**src/rtl/keypad_pkg.sv**
```systemverilog
// Shared types for the keypad entry block.
package keypad_pkg;

    localparam int unsigned KEY_W = 4;

    typedef enum logic [1:0] {IDLE, PRESS_DB, HELD, RELEASE_DB} kp_state_t;
    typedef logic [KEY_W-1:0] key_code_t;

endpackage

```
**src/rtl/keypad_debounce.sv**
```systemverilog
// Synchronises the scanner key stream, debounces press/release and reports one event per press.
module keypad_debounce
    import keypad_pkg::*;
#(
    parameter int unsigned DEBOUNCE_CYCLES = 500000
) (
    input  logic      clk,
    input  logic      rst,
    input  key_code_t key_value,
    input  logic      key_valid,
    output logic      accept_c,
    output key_code_t cand_c,
    output logic      press_strobe,
    output key_code_t press_code
);

    localparam int unsigned CNT_W = $clog2(DEBOUNCE_CYCLES);
    localparam logic [CNT_W-1:0] CNT_MAX = CNT_W'(DEBOUNCE_CYCLES - 1);

    logic             valid_meta_q, vs_q;
    key_code_t        code_meta_q, cs_q;
    kp_state_t        state_q, state_d;
    logic [CNT_W-1:0] cnt_q, cnt_d;
    key_code_t        cand_q, cand_d;
    logic             strobe_q, strobe_d;
    key_code_t        code_q, code_d;

    // Two-flop synchronisers, FSM state and output registers.
    always_ff @(posedge clk) begin
        if (rst) begin
            valid_meta_q <= 1'b0;
            vs_q         <= 1'b0;
            code_meta_q  <= '0;
            cs_q         <= '0;
            state_q      <= IDLE;
            cnt_q        <= '0;
            cand_q       <= '0;
            strobe_q     <= 1'b0;
            code_q       <= '0;
        end else begin
            valid_meta_q <= key_valid;
            vs_q         <= valid_meta_q;
            code_meta_q  <= key_value;
            cs_q         <= code_meta_q;
            state_q      <= state_d;
            cnt_q        <= cnt_d;
            cand_q       <= cand_d;
            strobe_q     <= strobe_d;
            code_q       <= code_d;
        end
    end

    // Next-state logic; the counter restarts on every state entry.
    always_comb begin
        state_d  = state_q;
        cnt_d    = cnt_q;
        cand_d   = cand_q;
        accept_c = 1'b0;
        unique case (state_q)
            IDLE: begin
                if (vs_q) begin
                    state_d = PRESS_DB;
                    cand_d  = cs_q;
                    cnt_d   = '0;
                end
            end
            PRESS_DB: begin
                if (!vs_q || (cs_q != cand_q)) begin
                    state_d = IDLE;
                    cnt_d   = '0;
                end else if (cnt_q == CNT_MAX) begin
                    state_d  = HELD;
                    cnt_d    = '0;
                    accept_c = 1'b1;
                end else begin
                    cnt_d = cnt_q + CNT_W'(1);
                end
            end
            HELD: begin
                if (!vs_q) begin
                    state_d = RELEASE_DB;
                    cnt_d   = '0;
                end
            end
            RELEASE_DB: begin
                if (vs_q) begin
                    state_d = HELD;
                    cnt_d   = '0;
                end else if (cnt_q == CNT_MAX) begin
                    state_d = IDLE;
                    cnt_d   = '0;
                end else begin
                    cnt_d = cnt_q + CNT_W'(1);
                end
            end
            default: begin
                state_d = IDLE;
                cnt_d   = '0;
            end
        endcase
        strobe_d = accept_c;
        code_d   = accept_c ? cand_q : code_q;
    end

    assign cand_c       = cand_q;
    assign press_strobe = strobe_q;
    assign press_code   = code_q;

endmodule

```
**src/rtl/keypad_entry.sv**
```systemverilog
// Keypad entry: debounced key presses shifted into a multi-digit entry register.
module keypad_entry
    import keypad_pkg::*;
#(
    parameter int unsigned DEBOUNCE_CYCLES = 500000,
    parameter int unsigned DIGITS          = 4
) (
    input  logic                           clk,
    input  logic                           rst,
    input  logic [KEY_W-1:0]               key_value,
    input  logic                           key_valid,
    input  logic                           clear,
    output logic                           key_strobe,
    output logic [KEY_W-1:0]               key_code,
    output logic [KEY_W*DIGITS-1:0]        digits,
    output logic [$clog2(DIGITS+1)-1:0]    digit_count,
    output logic                           entry_full
);

    localparam int unsigned DW    = KEY_W * DIGITS;
    localparam int unsigned CW    = $clog2(DIGITS + 1);
    localparam logic [CW-1:0] CMAX = CW'(DIGITS);

    logic          accept_c;
    key_code_t     cand_c;
    logic [DW-1:0] shifted_c;
    logic [DW-1:0] digits_q, digits_d;
    logic [CW-1:0] count_q, count_d;
    logic          full_q, full_d;

    keypad_debounce #(
        .DEBOUNCE_CYCLES(DEBOUNCE_CYCLES)
    ) u_debounce (
        .clk         (clk),
        .rst         (rst),
        .key_value   (key_value),
        .key_valid   (key_valid),
        .accept_c    (accept_c),
        .cand_c      (cand_c),
        .press_strobe(key_strobe),
        .press_code  (key_code)
    );

    generate
        if (DIGITS == 1) begin : g_single
            assign shifted_c = cand_c;
        end else begin : g_shift
            assign shifted_c = {digits_q[DW-KEY_W-1:0], cand_c};
        end
    endgenerate

    // Clear takes priority over a press accepted on the same edge.
    always_comb begin
        digits_d = digits_q;
        count_d  = count_q;
        if (clear) begin
            digits_d = '0;
            count_d  = '0;
        end else if (accept_c) begin
            digits_d = shifted_c;
            count_d  = (count_q == CMAX) ? count_q : count_q + CW'(1);
        end
        full_d = (count_d == CMAX);
    end

    always_ff @(posedge clk) begin
        if (rst) begin
            digits_q <= '0;
            count_q  <= '0;
            full_q   <= 1'b0;
        end else begin
            digits_q <= digits_d;
            count_q  <= count_d;
            full_q   <= full_d;
        end
    end

    assign digits      = digits_q;
    assign digit_count = count_q;
    assign entry_full  = full_q;

endmodule

```
**config.mk**
```make
export PLATFORM = sky130hd
export DESIGN_NAME = keypad_entry
export DESIGN_NICKNAME = d
export VERILOG_FILES = /design/src/rtl/keypad_pkg.sv /design/src/rtl/keypad_debounce.sv /design/src/rtl/keypad_entry.sv
export SDC_FILE = /design/constraint.sdc
export NUM_CORES = 1
export LEC_CHECK = 0
export CORE_AREA = 2 2 78 80
export DETAILED_ROUTE_END_ITERATION = 6
export DIE_AREA = 0 0 80 82
export PLACE_DENSITY = 0.73
export SYNTH_ARGS = -nofsm -noshare
export SYNTH_HDL_FRONTEND = slang
export SYNTH_SLANG_ARGS = --single-unit
```
**constraint.sdc**
```tcl
create_clock -name clk -period 4.1 [get_ports clk]
set_clock_uncertainty 0.2 [all_clocks]
set_input_delay 0.41 -clock clk [delete_from_list [all_inputs] [get_ports clk]]
set_output_delay 0.41 -clock clk [all_outputs]
set_load 0.005 [all_outputs]
```
==> results of run 1 <==
-- cell families after synthesis --
family	count (synthesis)	share of synthesized area
XOR/XNOR	7	0.02486
adder cells (fa/ha/maj)	3	0.01522
flip-flops	60	0.4871
AO/OA/AOI/OAI	58	0.1456
buffers and inverters	17	0.03196
multiplexers	4	0.01624
AND/OR/NAND/NOR	137	0.2791
-- metal layers --
layer  up-vias  GRT usage
li1       1073          -
met1       962     0.1980
met2        37     0.2717
met3         7    0.04945
met4         0    0.09661
met5         -          0
-- flip-flops by register name, summed over array words and instances (netlist names) --
name / flops
digit_count: 3
digits: 16
entry_full: 1
u_debounce.cand_c: 4
u_debounce.cnt_q: 19
u_debounce.code_meta_q: 4
u_debounce.cs_q: 4
u_debounce.press_code: 4
u_debounce.press_strobe: 1
u_debounce.state_q: 2
u_debounce.valid_meta_q: 1
u_debounce.vs_q: 1
-- cells in the final DEF (no fill, tap or decap), types with 6 or more instances in the layout --
| cell type | instances |
|---|---|
| a21o_1 | 6 |
| o21ai_0 | 8 |
| a31oi_1 | 6 |
| nor2b_1 | 12 |
| nor3_1 | 10 |
| dfxtp_1 | 60 |
| clkdlybuf4s50_1 | 32 |
| nand3_1 | 15 |
| nor2_1 | 18 |
| a21oi_1 | 27 |
| nand2_1 | 52 |
| clkbuf_8 | 10 |
-- through the flow --
| step | instances | setup slack (ns) |
|---|---|---|
| final | 399 | 1.684 |
| after floorplan | 286 | 1.888 |
| after CTS | 399 | 1.677 |
| after global routing | 399 | 1.432 |
| after detailed placement | 383 | 1.562 |
| after global placement | 383 | 1.581 |
-- power by group --
part | internal [mW] | switching [mW] | leakage (nW) | total (mW)
combinational | 0.0202 | 0.0214 | 0.515 | 0.0415
sequential | 0.590 | 0.00473 | 0.486 | 0.595
clock | 0.358 | 0.226 | 0.107 | 0.584
total | 0.969 | 0.252 | 1.11 | 1.22
-- cell type report --
| class | count | area [um^2] | share of cell area |
|---|---|---|---|
| Inverter | 4 | 15.01 | 0.004912 |
| Clock buffer | 12 | 145.1 | 0.04748 |
| Timing Repair Buffer | 35 | 342.8 | 0.1122 |
| Sequential cell | 60 | 1201 | 0.3930 |
| Tap cell | 75 | 93.84 | 0.03070 |
| Multi-Input combinational cell | 209 | 1186 | 0.3880 |
| Clock inverter | 4 | 72.57 | 0.02374 |
-- how the worst max path moves through the flow --
stage / start / endpoint / slack, ns / cells after the start
3_5_place_dp: rst / u_debounce.cnt_q[17]$_SDFFE_PP0P_ / 1.56 / 6
4_1_cts: u_debounce.cnt_q[6]$_SDFFE_PP0P_ / entry_full$_SDFF_PP0_ / 1.68 / 6
6_report: u_debounce.cnt_q[6]$_SDFFE_PP0P_ / entry_full$_SDFF_PP0_ / 1.68 / 6
3_3_place_gp: rst / u_debounce.cnt_q[17]$_SDFFE_PP0P_ / 1.58 / 6
2_1_floorplan: u_debounce.cnt_q[0]$_SDFFE_PP0P_ / u_debounce.cnt_q[17]$_SDFFE_PP0P_ / 1.89 / 7
5_1_grt: u_debounce.cnt_q[13]$_SDFFE_PP0P_ / entry_full$_SDFF_PP0_ / 1.43 / 6
==> metrics.md, run 1 <==
| Metric | Value |
|---|---|
| Status | complete, no violations |
| Worst path slowest cell | nor4b_1 |
| Longest Clk Path Bufs | 2 |
| Min-Delay Endpoint | u_debounce.cs_q[0]$_SDFF_PP0_ |
| Final setup TNS | 0 ns |
| CP endpoint kind | register |
| PnR Total Power | 1.220 mW |
| Final core utilization | 0.5320 |
| Fmax | 413.8 MHz |
| Top layer in use | met4 |
| Arr. time, crit path | 2.49 ns |
| Leading area contributor after synthesis | dfxtp_1 |
| Yosys top cell area share | 0.4871 |
| ANT nets after route | 0 |
| Worst-Margin Slew | 0.6935 ns |
| Max cap viols | 0 |
| Pin count of the biggest net entering global routing | 30 |
| Final Cell Area | 3057 um^2 |
| Maximum fanout along the worst path | 21 |
| Post-synth EDFFs | 0 |
| Drt drc | 0 |
| Period minus WS final | 2.416 ns |
| Reg2reg end | entry_full$_SDFF_PP0_ |
| Routed length on met3 | 179 um |
| Root buffer cell | clkbuf_8 |
| Synth cell types | 44 |
| CTS tree | built |
| Worst EP required | 4.18 ns |
| Hold slack | 0.2376 ns |
| Initial core utilization | 0.4292 |
| Critical Path, Cell by Cell | nor4b_1 > and3_1 > and4b_2 > a21oi_1 > nor3_1 > o211a_1 |
| Reg clk slew, reported paths | 0.06 ns |
| Max Slew Vio Count | 0 |
| H-tree levels | 3 |
| Min-Delay Path Depth | 1 |
| Worst setup SP type | register |
| Sequential share of the synthesized area | 0.4871 |
| Cells on worst reg2reg path | 6 |
| Number of global-route vias before repair | 1909 |
| Tot GR Track Use | 0.1676 |
| Total wire length | 4.938 mm |
| Most used DFF post-synth | dfxtp_1 |
| Cts bufs inserted | 9 |
| Most common cell in the netlist | dfxtp_1 |
| Router iterations before antenna repair | 4 |
| Slowest stage delay, CP | 0.51 ns |
| Die ar. | 6560 um^2 |
| Fill count | 539 |
| Cell row count | 28 |
| Asr flop ratio synth | 0 |
| DR vias | 2079 |
| Num ports | 33 |
| First-pass GRT wire length | 8.390 mm |
| Ant diodes | 0 |
| Clock latency at the later pin of the worst-skew pair | 0.33 ns |
| Synth warn | 0 |
| WL/cell | 12.38 um |
| Top delay family on crit path | simple AND/OR/NAND/NOR gates |
| Post-CTS Setup Inserts | 0 |
| Placer Congestion | 0.7813 |
| Power Dens Cells | 399.3 nW/um^2 |
| Initial antenna violation count | 0 |
| GR Overflow Total | 0 |
| Top cells by area, synth | dfxtp_1, nand2_1, a21oi_1 |
| Metal2 WL | 2.353 mm |
| Static leakage | 1.107 nW |
| Top cells by count, synth | dfxtp_1, nand2_1, a21oi_1 |
| Endpoints failing hold | 0 |
| Critical R2R Launch | u_debounce.cnt_q[6]$_SDFFE_PP0P_ |
| Post-Syn Nets | 297 |
| Synth Register Bits | 60 |
| Placed Instance Area | 2839 um^2 |
| Hold Path Origin | u_debounce.code_meta_q[0]$_SDFF_PP0_ |
| Relative slew margins | 0.5372 |
| Netlist Area Pre-Place | 2466 um^2 |
| CTS Sinks | 60 |
| Cts repair resizes | 0 |
| Die W | 80 um |
| CTS Hold Bufs | 0 |
| Vias per Instance | 5.211 |
| Initial DRC count | 80 |
| Nets@finish | 330 |
| Worst min-delay path class | register to register |
| Crit Path Class | register to register |
| Port bufs | 32 |
| Reg-to-reg setup timing slack | 1.68 ns |
| RSZ-0062 raised after global routing | false |
| Period Utilization, post-route | 0.5894 |
| Core Area | 5746 um^2 |
| Synthesized netlist cell count | 286 |
| Syn Area/Cell | 8.623 um^2 |
| Critical path buffers and inverters | 0 |
| Met1 Wirelength | 2.299 mm |
| Share of cells above drive strength 1 | 0.08333 |
| Detailed placement HPWL | 3.271 mm |
| Die height | 82 um |
| Setup violations, final | 0 |
| Layout area overhead | 23.95% |
| Worst vdd rail ir drop | 219.9 uV |
No activity file was read; power rests on OpenSTA's default activity.
==> inputs of run 2 (changes only) <==
==> constraint.sdc (replaced) <==
create_clock -name clk -period 2.3 [get_ports clk]
set_clock_uncertainty 0.2 [all_clocks]
set_input_delay 0.23 -clock clk [delete_from_list [all_inputs] [get_ports clk]]
set_output_delay 0.23 -clock clk [all_outputs]
set_load 0.005 [all_outputs]
==> run 2 against run 1 <==
Compared with the run above: register-to-register slack worse by 1.6 ns; sequential power rose by 78%; total power up 87%; utilization grew 3.0 points; hold slack worse by 0.00083 ns; critical path type unchanged.
==> metrics.md, run 2 (synthesis gave the netlist of run 1 again) <==
| Metric | Value |
|---|---|
| Die ar. | 6560 um^2 (unchanged) |
| GR Overflow Total | 0 (unchanged) |
| PnR Total Power | 2.279 mW (+87%) |
| Die W | 80 um (unchanged) |
| Total wire length | 5.064 mm (+2.6%) |
| Longest Clk Path Bufs | 2 (unchanged) |
| CP endpoint kind | register |
| Worst-Margin Slew | 1.076 ns (+0.3827 ns) |
| Drt drc | 0 (unchanged) |
| Top delay family on crit path | simple AND/OR/NAND/NOR gates |
| H-tree levels | 3 (unchanged) |
| Reg clk slew, reported paths | 0.07 ns (about the same) |
| Worst min-delay path class | register to register |
| Critical Path, Cell by Cell | ha_1 > and4_1 > a41o_1 > or2_4 > or4_1 > nand3_1 |
| Relative slew margins | 0.2771 (-0.2601) |
| Pin count of the biggest net entering global routing | 28 (-6.7%) |
| Maximum fanout along the worst path | 9 (-57%) |
| Initial antenna violation count | 0 (unchanged) |
| Num ports | 33 (unchanged) |
| Layout area overhead | 31.00% |
| WL/cell | 12.23 um (-1.2%) |
| Max Slew Vio Count | 0 (unchanged) |
| Status | complete, no violations |
| Detailed placement HPWL | 3.405 mm (+4.1%) |
| Die height | 82 um (unchanged) |
| Endpoints failing hold | 0 (unchanged) |
| Arr. time, crit path | 2.28 ns (-0.21 ns) |
| Period minus WS final | 2.201 ns (-0.2150 ns) |
| Period Utilization, post-route | 0.9571 (+0.3677) |
| Worst setup SP type | register |
| Fmax | 454.3 MHz (+9.8%) |
| Placed Instance Area | 2934 um^2 (+3.3%) |
| Router iterations before antenna repair | 4 (unchanged) |
| Clock latency at the later pin of the worst-skew pair | 0.34 ns (about the same) |
| Root buffer cell | clkbuf_8 |
| CTS Sinks | 60 (unchanged) |
| Worst vdd rail ir drop | 436.6 uV (+99%) |
| RSZ-0062 raised after global routing | true |
| Final Cell Area | 3231 um^2 (+5.7%) |
| Most frequent cells in the layout | dfxtp_1, nand2_1, clkdlybuf4s50_1, a21oi_1, nor2_1 |
| Static leakage | 1.208 nW (+9.1%) |
| Setup violations, final | 0 (unchanged) |
| Port bufs | 32 (unchanged) |
| Nets@finish | 345 (+4.5%) |
| Reg with most FFs | u_debounce.cnt_q |
| Final setup TNS | 0 ns (unchanged) |
| Cts bufs inserted | 9 (unchanged) |
| Vias per Instance | 5.169 (-0.80%) |
| Core Area | 5746 um^2 (unchanged) |
| Ant diodes | 0 (unchanged) |
| Number of global-route vias before repair | 1858 (-2.7%) |
| CTS Hold Bufs | 0 (unchanged) |
| Initial core utilization | 0.4292 (unchanged) |
| Placer Congestion | 0.8184 (+4.7%) |
| Worst EP required | 2.38 ns (-1.80 ns) |
| First-pass GRT wire length | 8.052 mm (-4.0%) |
| Worst path slowest cell | or4_1 |
| Slowest stage delay, CP | 0.48 ns (-0.03 ns) |
| Crit Path Class | register to register |
| CTS tree | built |
| Initial DRC count | 101 (+26%) |
| Max reg flops | 19 (unchanged) |
| ANT nets after route | 0 (unchanged) |
| Cell row count | 28 (unchanged) |
| Power Dens Cells | 705.4 nW/um^2 (+77%) |
| Share of cells above drive strength 1 | 0.1357 (+0.05236) |
| Tot GR Track Use | 0.1611 (-0.006451) |
| DR vias | 2140 (+2.9%) |
| Hold slack | 0.2367 ns (-0.0008330 ns) |
| Max cap viols | 0 (unchanged) |
| Commonest non-fill, non-tap cell in the layout | dfxtp_1 |
| Critical path buffers and inverters | 0 (unchanged) |
==> run 2: final timing paths <==
check | start | slack [ns] | to | depth (start not counted)
hold / removal | u_debounce.code_meta_q[2]$_SDFF_PP0_ | 0.24 | u_debounce.cs_q[2]$_SDFF_PP0_ | 1
hold reg to reg | u_debounce.code_meta_q[2]$_SDFF_PP0_ | 0.24 | u_debounce.cs_q[2]$_SDFF_PP0_ | 1
setup / recovery | u_debounce.cnt_q[0]$_SDFFE_PP0P_ | 0.1 | u_debounce.cnt_q[17]$_SDFFE_PP0P_ | 6
setup reg to reg | u_debounce.cnt_q[0]$_SDFFE_PP0P_ | 0.1 | u_debounce.cnt_q[17]$_SDFFE_PP0P_ | 6
==> run 2: power breakdown <==
group	internal [mW]	leakage, nW	switching [mW]
registers	1.05	0.486	0.00872
clock network	0.721	0.120	0.417
logic	0.0402	0.601	0.0397
total	1.81	1.21	0.465
==> run 2: final cells by class <==
type | count | area, um^2
multi-input combinational | 209 | 1199
sequential | 60 | 1202
tap | 75 | 93.84
clock inverter | 6 | 112.6
inverter | 4 | 15.01
fill | 529 | 2515
clock buffer | 10 | 127.6
timing repair buffer | 50 | 480.5
==> run 2: stage by stage <==
stage | cells | setup WS (ns) | utilization
2_1_floorplan | 286 | 0.08757 | -
3_3_place_gp | 394 | -0.001477 | 0.5107
3_5_place_dp | 394 | -0.08672 | 0.5107
4_1_cts | 410 | 0.02710 | 0.5534
5_1_grt | 414 | -0.01206 | 0.5623
6_report | 414 | 0.09868 | 0.5623
==> run 2: metal layers <==
layer / part of all wire / track usage / vias to the layer above
met5: 0 / 0 / -
met1: 0.47 / 0.1933 / 994
met3: 0.044 / 0.03626 / 5
met2: 0.47 / 0.2567 / 42
li1: - / - / 1099
met4: 0.016 / 0.1119 / 0
==> run 2: what timing repair did <==
action	in CTS	in global routing
pin swaps	0	1
buffers inserted	0	4
endpoints found under the setup margin	4	6
gates resized for setup	1	3
==> run 2: worst reg2reg max path: stages, from the launching register on <==
cell,delay [ns]
dfxtp_1,0.34
ha_1,0.22
and4_1,0.24
a41o_1,0.28
or2_4,0.29
or4_1,0.48
nand3_1,0.09
